`config.mk`:
```
export PLATFORM = sky130hd
export DESIGN_NAME = rtc_bcd_core
export DESIGN_NICKNAME = d
export VERILOG_FILES = /design/src/rtl/rtc_bcd_core.sv
export SDC_FILE = /design/constraint.sdc
export NUM_CORES = 1
export LEC_CHECK = 0
export ABC_CLOCK_PERIOD_IN_PS = 3590
export CORE_ASPECT_RATIO = 1.5
export CORE_MARGIN = 2
export CORE_UTILIZATION = 41
export DETAILED_ROUTE_END_ITERATION = 10
export GPL_ROUTABILITY_DRIVEN = 1
export PLACE_DENSITY = 0.65
export RECOVER_POWER = 25
export SYNTH_ARGS = -nofsm -noshare
export SYNTH_HDL_FRONTEND = slang
export SYNTH_SLANG_ARGS = --single-unit
export TNS_END_PERCENT = 20
```
`constraint.sdc`:
```
create_clock -name clk -period 3.59 [get_ports clk]
set_input_delay 0.359 -clock clk [delete_from_list [all_inputs] [get_ports clk]]
set_output_delay 0.359 -clock clk [all_outputs]
set_load 0.1 [all_outputs]
```
`src/rtl/rtc_bcd_core.sv`:
```
// rtc_bcd_core: 1 Hz BCD clock (hh:mm:ss) with mode/inc time set; CLOCK_12H_EN selects 12-hour mode with pm_led
module rtc_bcd_core #(
  parameter int CLK_HZ = 50000000,
  parameter int PRESCALE_W = 26
) (
  input  logic       clk,
  input  logic       rst_n,
  input  logic       mode_btn,
  input  logic       inc_btn,
  output logic [7:0] clock_out,
  output logic       dp_led,
  output logic [7:0] hours_bcd,
  output logic [7:0] minutes_bcd,
  output logic [7:0] seconds_bcd,
  output logic       sec_tick,
  output logic [1:0] set_mode,
  output logic       pm_led
);
  typedef enum logic [1:0] {RUN = 2'b00, SET_HR = 2'b01, SET_MIN = 2'b10} mode_t;
`ifdef CLOCK_12H_EN
  localparam bit H12 = 1'b1;
`else
  localparam bit H12 = 1'b0;
`endif
  localparam logic [7:0] HR_RST = H12 ? 8'h12 : 8'h00;
  mode_t state, state_nx;
  logic [PRESCALE_W-1:0] presc;
  logic mode_q, inc_q, mode_e, inc_e, tick, hr_step, dp_nx, pm_nx;
  logic [7:0] hr_nx, min_nx, sec_nx;
  function automatic logic [7:0] bcd_inc(input logic [7:0] v, input logic [7:0] top);
    return v == top ? 8'h00 : v[3:0] == 4'd9 ? {v[7:4] + 4'd1, 4'd0} : v + 8'd1;
  endfunction
  function automatic logic [7:0] hr_inc(input logic [7:0] v);
    return H12 ? (v == 8'h12 ? 8'h01 : bcd_inc(v, 8'h12)) : bcd_inc(v, 8'h23);
  endfunction
  assign mode_e = mode_btn & ~mode_q;
  assign inc_e = inc_btn & ~inc_q & ~mode_e;
  assign tick = state == RUN && presc == PRESCALE_W'(CLK_HZ - 1);
  assign clock_out = {hours_bcd[3:0], minutes_bcd[3:0]};
  assign set_mode = state;
  assign hr_step = (tick && seconds_bcd == 8'h59 && minutes_bcd == 8'h59) || (inc_e && state == SET_HR);
  always_comb begin
    state_nx = !mode_e ? state : state == RUN ? SET_HR : state == SET_HR ? SET_MIN : RUN;
    sec_nx = tick ? bcd_inc(seconds_bcd, 8'h59) : mode_e && state == SET_MIN ? 8'h00 : seconds_bcd;
    min_nx = (tick && seconds_bcd == 8'h59) || (inc_e && state == SET_MIN) ? bcd_inc(minutes_bcd, 8'h59) : minutes_bcd;
    hr_nx = hr_step ? hr_inc(hours_bcd) : hours_bcd;
    pm_nx = pm_led ^ (hr_step && H12 && hours_bcd == 8'h11);
    dp_nx = state_nx != RUN ? 1'b1 : state != RUN ? 1'b0 : dp_led ^ tick;
  end
  always_ff @(posedge clk) begin
    if (!rst_n) begin
      state <= RUN;
      presc <= '0;
      hours_bcd <= HR_RST;
      minutes_bcd <= 8'h00;
      seconds_bcd <= 8'h00;
      pm_led <= 1'b0;
      dp_led <= 1'b0;
      sec_tick <= 1'b0;
      mode_q <= 1'b1;
      inc_q <= 1'b1;
    end else begin
      state <= state_nx;
      presc <= state != RUN || tick ? '0 : presc + PRESCALE_W'(1);
      hours_bcd <= hr_nx;
      minutes_bcd <= min_nx;
      seconds_bcd <= sec_nx;
      pm_led <= pm_nx;
      dp_led <= dp_nx;
      sec_tick <= tick;
      mode_q <= mode_btn;
      inc_q <= inc_btn;
    end
  end
endmodule

```
After elaboration in Yosys (flattened, before gate mapping). Index checks and enable logic that the tools add are counted. Widths: inputs -> output; s select.

$add $sub $neg: 7. Equal/unequal tests: 9. Multiplexer cells: 13. Bitwise operators: 8. Reduce and logical (&&, ||, !) cells: 14.

Operators by type and width (count): $mux 8 (8); $add 26x1->26 const B (1); $eq 26x26->1 const B (1); $add 8x1->8 const B (3); $eq 8x7->1 const B (2); $add 4x1->4 const B (3); $eq 4x4->1 const B (3); $eq 8x6->1 const B (1); $logic_and 1x1->1 (6); $mux 2 (3); $reduce_bool 2->1 (3); $not 1->1 (4); $and 1x1->1 (3); $logic_or 1x1->1 (3); $eq 2x1->1 const B (1); $eq 2x2->1 const B (1); $logic_not 2->1 (1); $mux 1 (2); $reduce_or 2->1 (1); $xor 1x1->1 (1).

Bits in registers: 56. Input port bits: 4. Output and inout bits: 37. Logic and storage cells: 60.

Logic depth before layout (Yosys ltp).
Depth after elaboration: 6. Gate-level depth with buffers: 10. Depth with buffers taken out: 8.

Worst setup path after synthesis. Ideal clock, no wire load.

Path type: register to register. Start: register seconds_bcd[0]. End: register hours_bcd[7]. Setup time: 0.070 ns. Arrival: 2.722 ns. Required time: 3.520 ns. Path slack: 0.797 ns. Cell stages (with the launch flop): 8. Path buffers: 0. Period minus slack after synthesis: 2.793 ns. Cells stage by stage: dfxtp_1 > ha_1 > nand3b_1 > or3_1 > nor2_1 > a32oi_2 > or4_1 > a21oi_1.

Cells in the longest elaborated chain, start to end: 4.

RTL lines: start: declaration (RTL line 14) `output logic [7:0] seconds_bcd,`; start signal: assignment (RTL line 67) `seconds_bcd <= sec_nx;`; $eq 8x7->1 (RTL line 41) `assign hr_step = (tick && seconds_bcd == 8'h59 && minutes_bcd == 8'h59) || (inc_e && state == SET_HR);`; $logic_and 1x1->1 (2 in a row) (RTL line 41); $logic_or 1x1->1 (RTL line 41); end signal: assignment (RTL line 65) `hours_bcd <= hr_nx;`; end: declaration (RTL line 12) `output logic [7:0] hours_bcd,`.

Every way passes these cells. A chain may end at the register's enable or synchronous reset.

Final worst setup path.
Start: register presc[0]. End: register hours_bcd[7].

Cells in the longest elaborated chain, start to end: 5.

RTL lines: start: declaration (RTL line 27) `logic [PRESCALE_W-1:0] presc;`; start signal: assignment (RTL line 64) `presc <= state != RUN || tick ? '0 : presc + PRESCALE_W'(1);`; $eq 26x26->1 (RTL line 38) `assign tick = state == RUN && presc == PRESCALE_W'(CLK_HZ - 1);`; $logic_and 1x1->1 (RTL line 38); $logic_and 1x1->1 (2 in a row) (RTL line 41); $logic_or 1x1->1 (RTL line 41).

Every way passes these cells.

==> out/results.ini <==
[setup_path]
required_ns = 3.82
critical_path_class = flop to flop
rr_startpoint = presc[0]
cp-start-kind = flop
crit_chain = ha_1 > and3_1 > nand4_1 > nor3_1 > a32oi_2 > or4_1 > a21oi_1
r2r-end = hours_bcd[7]
rrSetupSlack_ns = 0.85
crit_arrival_ns = 2.97
setup.worst_path.end_class = flop
ff2ff_path_depth = 7
critPathMaxFanout = 16
slowest_stage = or4_1
cpPeakStageDelay_ns = 0.59

[min_path]
whs_path_depth = 1
holdPathEnd = presc[0]
hold_class = flop to flop
min-delay-start = presc[0]

[synth]
syn-cell-area_um2 = 2870
synth-edff-count = 0
synth_seq_cells = 56
syn_inst = 334
async_flop_share = 0
avgSynthCellArea_um2 = 8.60
synth_top_flop_cell = dfxtp_1
synth.distinct_cells = 56
ys_warn_count = 0
ys_seq_area_frac = 0.390
synth_fp_nets = 351

[floorplan]
dieHeight_um = 107
chipWidth_um = 72.4
coreArea_um2 = 6810
die-area_um2 = 7710
rows = 37
initial_core_util = 0.422
io_pins = 41

[pwr]
power_frac_comb = 0.055
clkPwrFrac = 0.366
p_switching_mw = 0.243
leakagePower_nw = 1.14
seq_power_share = 0.579
p_per_area_nw_per_um2 = 328
sw_frac_of_total = 0.222
power_report.internal_total_mw = 0.850
peakVddDrop_v = 0.000292

[finish]
drive_gt1_frac = 0.0416
post-route-util = 0.490
nets = 377
area_delta_synth_final_pct = 16.1
antenna_cells = 0

[global_route]
grt.total_usage = 0.156
met3_usage = 0.0341
top_usage_layer = met2
grt_pass1_wl_um = 9760
antenna_found_initial = 0
met2_usage = 0.280
grt_pass1_vias = 2211
grt_remaining_overflow = 0
met1_usage = 0.176
grt_max_degree = 26

[clock_network]
cts_sinks = 56
clock_insertion_delay_worst_skew_ns = 0.30
clkTransAtPathRegs_ns = 0.09
cts-root-buf = clkbuf_8
ctsHoldBuffers = 0
cts_buffers = 5
post_cts_buffers = 0
cts_buffer_depth = 2
cts_htree_levels = 2
cts_tree = yes
ctsResizeCount = 0

[detailed_routing]
antenna_left = 0
initialDrtViolationCount = 87
wl_um = 5720
drc_errors = 0
drt-pass1-iter-count = 5
wl_per_cell_um = 13.0
via_count = 2336
viasPerCell = 5.32

[placement]
dp_hpwl_um = 4170
numPortBuffers = 39
gp_congestion = 0.826
place_ws_ns = 1.17

[run_status]
status = completed

[timing]
rsz0062_at_grt = no
hold_viol = 0
tns_ns = 0
clock_skew_ns = 0.00775
postLayoutSetupSlackWorst_ns = 0.851
finalSetupViolations = 0
fmax_ghz = 0.365
fin_crit_ns = 2.74
maxSlewViolCount = 0
worstMarginPinSlew_ns = 1.03
finalCritPeriodShare = 0.763
slew_headroom = 0.312

[run]
drv_cap = 0

[worst max-delay path: cells and delay by family, from the launching register on]
kind | cells | cell delay [ns]
flops | 1 | 0.37
fa+ha+maj | 1 | 0.18
simple gates | 4 | 1.55
compound gates | 2 | 0.56
[layout make-up]
type | instances | area (µm²)
clock buffer | 6 | 72.6
sequential | 56 | 1120
tap | 78 | 97.6
fill | 681 | 3470
clock inverter | 2 | 35.0
timing repair buffer | 40 | 398
multi-input combinational | 243 | 1560
inverter | 14 | 52.6
[Yosys cell counts, drive strengths merged (9+ instances only)]
library cell / count / area share
ha: 13 / 0.057
inv: 14 / 0.018
buf: 12 / 0.031
or3: 9 / 0.020
nand4: 9 / 0.022
dfxtp: 56 / 0.39
nor2: 42 / 0.055
nand3: 11 / 0.019
o21ai: 10 / 0.017
nand2: 26 / 0.034
xnor2: 14 / 0.043
xor2: 11 / 0.034
clkbuf: 9 / 0.012
a21oi: 17 / 0.030
[placed cells by master (no fill, tap or decap), drive strengths merged, types with 4 or more instances in the layout]
| cell type | count |
|---|---|
| clkdlybuf4s50 | 38 |
| xor2 | 11 |
| nor3b | 4 |
| a21oi | 17 |
| a31oi | 5 |
| nor2 | 42 |
| and3 | 5 |
| nand4 | 9 |
| nand2 | 26 |
| or3 | 9 |
| nand3 | 11 |
| nor3 | 8 |
| dfxtp | 56 |
| nand2b | 4 |
| o21ai | 10 |
| xnor2 | 14 |
| nor2b | 7 |
| clkbuf | 6 |
| ha | 13 |
| inv | 14 |
[metal layers]
layer  share of wire  vias to the layer above
met5               0                        -
met3           0.047                        5
met1            0.42                     1080
met4           0.013                        0
li1                -                     1207
met2            0.52                       44
[power groups by stage]
stage	clock network, mW	registers (mW)	logic, mW
after floorplan	0	0.662	0.0315
final	0.400	0.633	0.0604
after global placement	0	0.647	0.0603
after CTS	0.420	0.633	0.0611
after global routing	0.438	0.634	0.0652
after detailed placement	0	0.647	0.0607
[state kept, by name, summed over array words and instances, names as in the netlist]
register and count:
inc_q 1, dp_led 1, set_mode 2, mode_q 1, hours_bcd 8, minutes_bcd 8, seconds_bcd 8, sec_tick 1
presc 26
[how the worst max path moves through the flow]
stage	from	end	slack (ns)
6_report	presc[0]	hours_bcd[7]	0.85
5_1_grt	presc[0]	hours_bcd[7]	0.67
4_1_cts	presc[0]	hours_bcd[7]	1.13
3_5_place_dp	presc[0]	hours_bcd[7]	1.17
3_3_place_gp	rst_n	seconds_bcd[4]	1.22
2_1_floorplan	seconds_bcd[0]	hours_bcd[7]	0.80
[kinds of logic after synthesis]
logic type,after synthesis,share of synthesized area
AOI/OAI and AO/OA,53,0.123
xor gates and xnor gates,25,0.0762
adders and majority gates,13,0.0566
muxes,4,0.0144
and+or+nand+nor,147,0.278
other,1,0.00130
buffers and inverters,35,0.0609
DFF,56,0.390
[metrics by stage]
stage	area (µm²)	hold WS [ns]	total power, mW	cells
global placement	3250	0.440	0.707	431
CTS	3350	0.473	1.11	439
finish	3340	0.462	1.09	439
global route	3340	0.510	1.14	439
detailed placement	3250	0.451	0.708	431
floorplan	2870	0.426	0.694	334
(Power assumes the default switching activity.)
